**config.mk**
```make
export PLATFORM = sky130hd
export DESIGN_NAME = spi_cmd_slave_rx
export DESIGN_NICKNAME = d
export VERILOG_FILES = /design/src/rtl/spi_cmd_slave_rx_pkg.sv /design/src/rtl/spi_cmd_slave_rx_sync_edge.sv /design/src/rtl/spi_cmd_slave_rx.sv
export SDC_FILE = /design/constraint.sdc
export NUM_CORES = 1
export LEC_CHECK = 0
export BUFFER_PORTS_ARGS = -buffer_cell sky130_fd_sc_hd__clkbuf_2
export CAP_MARGIN = 20
export CORE_MARGIN = 4
export CORE_UTILIZATION = 25
export DETAILED_ROUTE_END_ITERATION = 6
export PLACE_DENSITY_LB_ADDON = 0.25
export SLEW_MARGIN = 20
export SYNTH_ARGS = -nofsm -noshare
export SYNTH_HDL_FRONTEND = slang
export SYNTH_SLANG_ARGS = --single-unit
```
**constraint.sdc**
```tcl
create_clock -name clk_50M -period 3.3 [get_ports clk_50M]
set_input_delay 0.66 -clock clk_50M [delete_from_list [all_inputs] [get_ports clk_50M]]
set_output_delay 0.66 -clock clk_50M [all_outputs]
set_load 0.005 [all_outputs]
```
**src/rtl/spi_cmd_slave_rx_pkg.sv**
```systemverilog
// Shared widths, field offsets, command codes and FSM encoding for the SPI command slave.
package spi_cmd_slave_rx_pkg;

  localparam int LEN_SPI      = 32;
  localparam int SPI_CODE_LEN = 6;
  localparam int SPI_ADDR_LEN = 10;
  localparam int SPI_DATA_LEN = 16;

  localparam int CODE_LSB = 26;
  localparam int ADDR_LSB = 16;
  localparam int DATA_LSB = 0;

  localparam int CNT_W = $clog2(LEN_SPI + 1);
  localparam int IDX_W = $clog2(LEN_SPI);

  localparam logic [SPI_CODE_LEN-1:0] CMD_DUMMY     = 6'd0;
  localparam logic [SPI_CODE_LEN-1:0] CMD_AFE_RST   = 6'd7;
  localparam logic [SPI_CODE_LEN-1:0] CMD_AFE_UNRST = 6'd8;
  localparam logic [SPI_CODE_LEN-1:0] CMD_WR_ELEC   = 6'd10;
  localparam logic [SPI_CODE_LEN-1:0] CMD_RD_ELEC   = 6'd11;
  localparam logic [SPI_CODE_LEN-1:0] CMD_RD_ADC    = 6'd19;
  localparam logic [SPI_CODE_LEN-1:0] CMD_WR_CHEM   = 6'd20;
  localparam logic [SPI_CODE_LEN-1:0] CMD_RD_CHEM   = 6'd21;

  typedef enum logic [1:0] {
    ST_IDLE   = 2'd0,
    ST_ACTIVE = 2'd1,
    ST_END    = 2'd2
  } state_t;

  function automatic logic [SPI_CODE_LEN-1:0] frame_code(input logic [LEN_SPI-1:0] f);
    return f[CODE_LSB +: SPI_CODE_LEN];
  endfunction

  function automatic logic [SPI_ADDR_LEN-1:0] frame_addr(input logic [LEN_SPI-1:0] f);
    return f[ADDR_LSB +: SPI_ADDR_LEN];
  endfunction

  function automatic logic [SPI_DATA_LEN-1:0] frame_data(input logic [LEN_SPI-1:0] f);
    return f[DATA_LSB +: SPI_DATA_LEN];
  endfunction

endpackage

```
**src/rtl/spi_cmd_slave_rx_sync_edge.sv**
```systemverilog
// Multi-flop synchronizer with a history flop producing single-cycle rise/fall pulses.
module spi_cmd_slave_rx_sync_edge #(
  parameter int   STAGES  = 2,
  parameter logic RST_VAL = 1'b1
) (
  input  logic clk,
  input  logic rst_n,
  input  logic din,
  output logic dout,
  output logic rise,
  output logic fall
);

  logic [STAGES-1:0] sync_q;
  logic              hist_q;

  always_ff @(posedge clk) begin
    if (!rst_n) begin
      sync_q <= {STAGES{RST_VAL}};
      hist_q <= RST_VAL;
    end else begin
      sync_q[0] <= din;
      for (int i = 1; i < STAGES; i++) begin
        sync_q[i] <= sync_q[i-1];
      end
      hist_q <= sync_q[STAGES-1];
    end
  end

  assign dout = sync_q[STAGES-1];
  assign rise = sync_q[STAGES-1] & ~hist_q;
  assign fall = ~sync_q[STAGES-1] & hist_q;

endmodule

```
**src/rtl/spi_cmd_slave_rx.sv**
```systemverilog
// SPI slave front end: oversamples sck/cs_n/mosi, deserializes LSB-first command
// frames into {code, addr, data}, and shifts a preloaded response word out on miso.
module spi_cmd_slave_rx
  import spi_cmd_slave_rx_pkg::*;
#(
  parameter int SYNC_STAGES = 2
) (
  input  logic                    clk_50M,
  input  logic                    rst_n,
  input  logic                    sck,
  input  logic                    cs_n,
  input  logic                    mosi,
  output logic                    miso,
  output logic                    cmd_valid,
  output logic [SPI_CODE_LEN-1:0] cmd_code,
  output logic [SPI_ADDR_LEN-1:0] cmd_addr,
  output logic [SPI_DATA_LEN-1:0] cmd_data,
  output logic                    frame_err,
  input  logic [LEN_SPI-1:0]      tx_data,
  input  logic                    tx_load,
  output logic                    busy
);

  localparam logic [CNT_W-1:0] FULL_CNT = CNT_W'(LEN_SPI);
  localparam int               PRIME_W  = $clog2(SYNC_STAGES + 2);
  localparam logic [PRIME_W-1:0] PRIME_DONE = PRIME_W'(SYNC_STAGES + 1);

  logic sck_sync, sck_rise, sck_fall;
  logic cs_sync, cs_rise, cs_fall;
  logic mosi_sync, mosi_rise_unused, mosi_fall_unused;

  spi_cmd_slave_rx_sync_edge #(.STAGES(SYNC_STAGES), .RST_VAL(1'b1)) u_sync_sck (
    .clk(clk_50M), .rst_n(rst_n), .din(sck),
    .dout(sck_sync), .rise(sck_rise), .fall(sck_fall)
  );

  spi_cmd_slave_rx_sync_edge #(.STAGES(SYNC_STAGES), .RST_VAL(1'b1)) u_sync_cs (
    .clk(clk_50M), .rst_n(rst_n), .din(cs_n),
    .dout(cs_sync), .rise(cs_rise), .fall(cs_fall)
  );

  spi_cmd_slave_rx_sync_edge #(.STAGES(SYNC_STAGES), .RST_VAL(1'b0)) u_sync_mosi (
    .clk(clk_50M), .rst_n(rst_n), .din(mosi),
    .dout(mosi_sync), .rise(mosi_rise_unused), .fall(mosi_fall_unused)
  );

  state_t             state;
  logic [CNT_W-1:0]   bit_cnt;
  logic [LEN_SPI-1:0] rx_shift;
  logic [LEN_SPI-1:0] tx_shift;
  logic [LEN_SPI-1:0] shadow;
  logic [LEN_SPI-1:0] tx_src;
  logic               overrun;
  logic               cs_fall_pend;
  logic               armed;
  logic [PRIME_W-1:0] prime_cnt;

  // A tx_load coinciding with frame start feeds the new word straight in.
  assign tx_src = tx_load ? tx_data : shadow;

  always_ff @(posedge clk_50M) begin
    if (!rst_n) begin
      state        <= ST_IDLE;
      bit_cnt      <= '0;
      rx_shift     <= '0;
      tx_shift     <= '0;
      shadow       <= '0;
      overrun      <= 1'b0;
      cs_fall_pend <= 1'b0;
      armed        <= 1'b0;
      prime_cnt    <= '0;
      miso         <= 1'b0;
      busy         <= 1'b0;
      cmd_valid    <= 1'b0;
      frame_err    <= 1'b0;
      cmd_code     <= '0;
      cmd_addr     <= '0;
      cmd_data     <= '0;
    end else begin
      cmd_valid <= 1'b0;
      frame_err <= 1'b0;

      if (tx_load) shadow <= tx_data;

      // After reset the synchronizers hold idle values; only accept a frame start
      // once the real cs_n pin has been seen high, so a frame cut by reset is dropped.
      if (prime_cnt != PRIME_DONE) prime_cnt <= prime_cnt + PRIME_W'(1);
      else if (cs_sync)            armed     <= 1'b1;

      case (state)
        ST_IDLE: begin
          cs_fall_pend <= 1'b0;
          if (armed && (cs_fall || cs_fall_pend)) begin
            bit_cnt  <= '0;
            overrun  <= 1'b0;
            tx_shift <= tx_src;
            miso     <= tx_src[0];
            busy     <= 1'b1;
            state    <= ST_ACTIVE;
          end
        end

        ST_ACTIVE: begin
          if (sck_fall) begin
            if (bit_cnt == FULL_CNT) begin
              overrun <= 1'b1;
            end else begin
              rx_shift[bit_cnt[IDX_W-1:0]] <= mosi_sync;
              bit_cnt <= bit_cnt + CNT_W'(1);
            end
          end
          if (sck_rise) begin
            tx_shift <= tx_shift >> 1;
            miso     <= tx_shift[1];
          end
          if (cs_rise) state <= ST_END;
        end

        ST_END: begin
          if (bit_cnt == FULL_CNT && !overrun) begin
            cmd_valid <= 1'b1;
            cmd_code  <= frame_code(rx_shift);
            cmd_addr  <= frame_addr(rx_shift);
            cmd_data  <= frame_data(rx_shift);
          end else begin
            frame_err <= 1'b1;
          end
          if (cs_fall) cs_fall_pend <= 1'b1;
          busy  <= 1'b0;
          miso  <= 1'b0;
          state <= ST_IDLE;
        end

        default: state <= ST_IDLE;
      endcase
    end
  end

endmodule

```
# == Yosys cells after proc, flatten, opt, wreduce, memory -nomap -nowiden ==
# Cells that the tools add are included.
# word_totals
output_inout_bits,36
regBits,153
elab_cells,93
inputBits,38
# classes
n_mux,27
order_cmp,2
n_addsub,2
n_reduce_logical,20
bitwise_logic,10
eq_ne,11
# op_table
cell,count
32-bit 2-to-1 mux,3
32-bit case mux with 2 select lines,1
32-bit bitwise mux,1
6-bit 2-to-1 mux,3
2-bit != test (second input constant),8
6-bit case mux with 2 select lines,1
2-bit AND reduction,6
1-bit 2-to-1 mux,10
3-bit AND reduction,3
4-bit AND reduction,2
6-bit by 1-bit adder with 6-bit output (second input constant),1
6-bit == test (second input constant),1
5-bit by 6-bit less-than comparator with 1-bit output (second input constant),1
1-bit inverter,6
1-bit case mux with 2 select lines,3
1-bit demux with 5-bit select,1
5-bit by 1-bit greater-or-equal comparator with 1-bit output (second input constant),1
1-bit bitwise AND,4
2-bit 2-to-1 mux,2
2-bit case mux with 2 select lines,1
2-bit nonzero test,2
1-bit logical AND,3
1-bit case mux with 3 select lines,1
3-bit nonzero test,1
other kinds (6),6

# == Logic depth before layout (Yosys ltp) ==
# logic_depth
depth_word,6
mapped_depth,8
depth_no_buf,6

# == Modules after synthesis ==
# Synthesis repeated with hierarchy kept, for this count alone.
# unflattened
cells_unflattened,766
hier_area_um2,6274.8
# modules_own_cells
mod,seq_area_each_um2,instances,cells_each,area_each_um2
spi_cmd_slave_rx,2882.8,1,742,6000.8
spi_cmd_slave_rx_sync_edge,60.1,3,8,91.3

# == Least setup slack after synthesis ==
# Ideal clock, no wire load.
# synth_timing
path_kind,reg2reg
from,register state[0]
to,register tx_shift[31]
t_required_ns,3.230
synth_period_minus_slack_ns,1.717
path_buffers,0
setup_ns,0.070
stages_incl_launch_ff,7
setup_slack_ns,1.583
t_arrival_ns,1.646
path_cell_list,dfxtp_1 inv_1 ha_1 nor2b_1 a221o_1 or3_1 a21oi_1
# synth_via
elab_chain_cells,3
word_cells_on_any_way,7
cone_classes,eq/ne (3); mux (1); reduce/logical (3)
# synth_lines
item,line_no,text
from (decl),spi_cmd_slave_rx.sv:47,state_t state;
from (signal assigned),spi_cmd_slave_rx.sv:63,state <= ST_IDLE;
from (signal assigned),spi_cmd_slave_rx.sv:99,state <= ST_ACTIVE;
from (signal assigned),spi_cmd_slave_rx.sv:116,if (cs_rise) state <= ST_END;
2-bit by 1-bit == test with 1-bit output or 2-bit logical NOT (tied branches),spi_cmd_slave_rx.sv:90,case (state)
2-bit != test (no line) or 2-bit nonzero test (tied branches),-,
3-bit AND reduction (no line),-,
to (signal assigned),spi_cmd_slave_rx.sv:96,tx_shift <= tx_src;
to (signal assigned),spi_cmd_slave_rx.sv:113,tx_shift <= tx_shift >> 1;
to (decl),spi_cmd_slave_rx.sv:50,logic [LEN_SPI-1:0] tx_shift;
# Parallel ways exist; a longest one is shown, timed or not.
# A chain may end at the register's enable or synchronous reset.

# == Worst setup path after layout ==
# layout_timing
from,register state[1]
to,register tx_shift[7]
# Same word-level chain as after synthesis.

==> flow_metrics.py <==
metrics = {
    "status": {
        "status": "finished clean",
    },
    "sta": {
        "finalSetupViolCount": 0,
        "relSlewSlack_pct": 33.7,
        "fin_skew_ns": 0.0118,
        "fin_crit_sh_pct": 74.7,
        "final-max-slew-violation-count": 0,
        "rsz0062_at_grt": "no",
        "fmax_mhz": 406,
        "holdWs_ns": 0.407,
        "worst_slack_ns": 0.836,
        "worst_pin_slew_ns": 0.993,
        "tns_ns": 0,
        "finalHoldViolCount": 0,
        "period_needed_ns": 2.46,
    },
    "synthesis": {
        "ys_seq_area_share_pct": 49.8,
        "yosysTopAreaCellShare_pct": 49.8,
        "syn_area_per_cell_um2": 8.67,
        "synthCells": 705,
        "synth_edf_count": 0,
        "synth.cell_area_mm2": 0.00611,
        "synth_top_area_cell": "dfxtp_1",
        "synthArstFlopShare_pct": 0,
        "ys_warn_count": 0,
        "ys_top_cells_by_area": "dfxtp_1, mux2i_1, nand2_1",
        "synth_flop_cell": "dfxtp_1",
        "syn_nets": 752,
        "synth_cell_type_count": 44,
        "ys_seq_elements": 152,
    },
    "placement": {
        "post-place-ws_ns": 0.823,
        "io_buffers": 73,
        "dp_cells": 1056,
        "globalplace.congestion": 0.732,
        "hpwl_um": 9310,
        "dpl_cell_area_mm2": 0.00676,
    },
    "critical_path": {
        "critPathTopFamily": "compound AO/OA/AOI/OAI gates",
        "r2r_slack_ns": 0.84,
        "setup.worst_path.end_class": "register",
        "reg2reg_from": "state[1]$_SDFFE_PN0P_",
        "start_kind": "register",
        "max_stage_delay_ns": 0.54,
        "crit_type": "reg2reg",
        "worstPathCellList": "inv_1, ha_1, mux2i_1, a221o_1, buf_4, nand2_1, a21oi_1",
        "cp.arrival_ns": 2.81,
        "path_buf_inv": 2,
        "startpoint": "state[1]$_SDFFE_PN0P_",
        "critical_path_required_ns": 3.65,
        "r2r_end": "tx_shift[7]$_SDFFE_PN0P_",
        "r2r_cells": 7,
        "slowest_stage": "a221o_1",
        "path_max_fanout": 19,
    },
    "cells_and_area": {
        "final_common_cell": "dfxtp_1",
        "drive_gt1_share_pct": 15.7,
        "stdcell_area_mm2": 0.00731,
        "most-common-layout-cells": "dfxtp_1, nand2_1, nor2_1, clkbuf_2, a21oi_1",
        "nets": 803,
        "antenna_cells": 0,
        "multi_input_area_mm2": 0.00283,
        "fillerInstances": 2521,
        "finish.utilization_pct": 30.8,
        "final_cells": 1088,
        "seq_area_mm2": 0.00304,
        "area_delta_synth_final_pct": 19.7,
    },
    "clock_network": {
        "cts_max_level": 4,
        "clock_path_buffers": 2,
        "cts_resized": 0,
        "insertion_delay_ns": 0.43,
        "path_clk_slew_ns": 0.07,
        "tritoncts": "yes",
        "clock_sinks": 152,
        "cts_inserted_buffers": 17,
        "hold_buffers": 0,
        "cts-root-buf": "clkbuf_16",
        "postCtsSetupRepairBufs": 0,
    },
    "power": {
        "p_int_mw": 2.94,
        "p_leak_nw": 2.91,
        "clock_power_share_pct": 47.2,
        "power_density_mw_per_mm2": 538,
        "p_sw_uw": 994,
        "seqPwrFrac_pct": 48.0,
        "peakVddDrop_v": 0.000278,
        "combPwrFrac_pct": 4.8,
        "design_power_total_mw": 3.94,
        "netSwitchingFraction_pct": 25.3,
    },
    "route": {
        "firstDrtPassIters": 4,
        "drtAntennaViolNets": 0,
        "route.detailed.drc": 0,
        "drtIter0Drc": 237,
        "vias_per_cell": 4.38,
        "wirelength_um": 14300,
        "avgRoutedWirePerCell_um": 13.1,
        "vias": 4766,
    },
    "floorplan": {
        "die_w_um": 164,
        "core-area_mm2": 0.0238,
        "start_util_pct": 25.7,
        "dieHeight_um": 164,
        "die-area_mm2": 0.0270,
        "rows": 56,
        "ios": 74,
    },
    "worst_hold_path": {
        "hold-path-endpoint": "u_sync_cs.sync_q[1]$_SDFF_PN1_",
        "hp-class": "reg2reg",
        "min_from": "u_sync_cs.sync_q[0]$_SDFF_PN1_",
        "holdPathStages": 1,
    },
    "global_route": {
        "use_met3_pct": 3.36,
        "grt_max_degree": 133,
        "gr-total-overflow": 0,
        "grt_pass1_vias": 4665,
        "grt_pass1_wl_um": 23500,
        "grt-busiest-layer": "met2",
        "gr-usage-met2_pct": 16.3,
        "antenna_found_initial": 0,
        "track_usage_pct": 10.9,
        "grt_util_met1_pct": 14.8,
    },
    "flow_run": {
        "maxCapViolations": 0,
    },
}
-- registers in the layout, summed over array words and instances (netlist names), 6 cells and up --
register  count
rx_shift     32
cmd_code      6
cmd_addr     10
tx_shift     31
cmd_data     16
bit_cnt       6
shadow       32
-- layout make-up --
| class | count | area share, % |
|---|---|---|
| flip-flops and latches | 152 | 41.6 |
| repair buffers | 83 | 6.19 |
| clock inverters | 15 | 1.80 |
| inverters | 7 | 0.393 |
| clock buffers | 17 | 5.82 |
| multi-input cells | 495 | 38.7 |
| well taps | 319 | 5.46 |
-- metal layers --
| layer | part of all wire [%] | routed length [um] | up-vias |
|---|---|---|---|
| li1 | - | - | 2509 |
| met1 | 51 | 7270 | 2163 |
| met2 | 43 | 6180 | 79 |
| met3 | 4.5 | 636 | 15 |
| met4 | 1.3 | 185 | 0 |
| met5 | 0 | 0 | - |
-- cell usage after synthesis, drive strengths merged (6+ instances only) --
library cell / instances
nor2: 76
nand2b: 12
nor3: 19
nand3: 14
clkbuf: 36
ha: 9
nand2: 147
a21oi: 72
inv: 6
buf: 15
o21ai: 6
o211ai: 32
mux2i: 66
dfxtp: 152
-- logic make-up (layout without fill, tap and decap cells) --
family	after synthesis	count (layout)	synth area share [%]
AND/OR/NAND/NOR	292	292	20.7
flip-flops	152	152	49.8
AO/OA/AOI/OAI	127	127	12.6
multiplexers	66	66	10.8
buffers and inverters	58	122	4.14
adder cells (fa/ha/maj)	9	9	1.84
XOR/XNOR	1	1	0.143
-- worst reg2reg max path: cells and delay by family (launching register included) --
kind,cells,cell delay [ns]
buffers and inverters,2,0.41
AOI/OAI and AO/OA,2,0.66
adders and majority gates,1,0.41
and+or+nand+nor,1,0.09
muxes,1,0.45
DFF,1,0.37
-- power by group through the flow --
stage	sequential, mW	clock (mW)	combinational [mW]
floorplan	1.93	0	0.131
global placement	1.93	0	0.193
detailed placement	1.93	0	0.194
CTS	1.89	1.93	0.195
global route	1.89	2.00	0.216
finish	1.89	1.86	0.189
-- how the worst max path moves through the flow --
| stage | slack (ns) | end | cells past startpoint |
|---|---|---|---|
| 3_5_place_dp | 0.82 | tx_shift[7]$_SDFFE_PN0P_ | 7 |
| 3_3_place_gp | 0.87 | tx_shift[31]$_SDFFE_PN0P_ | 6 |
| 4_1_cts | 0.80 | tx_shift[7]$_SDFFE_PN0P_ | 7 |
| 6_report | 0.84 | tx_shift[7]$_SDFFE_PN0P_ | 7 |
| 5_1_grt | 0.55 | tx_shift[3]$_SDFFE_PN0P_ | 7 |
| 2_1_floorplan | 1.58 | tx_shift[31]$_SDFFE_PN0P_ | 6 |
No activity file was read; power rests on OpenSTA's default activity.
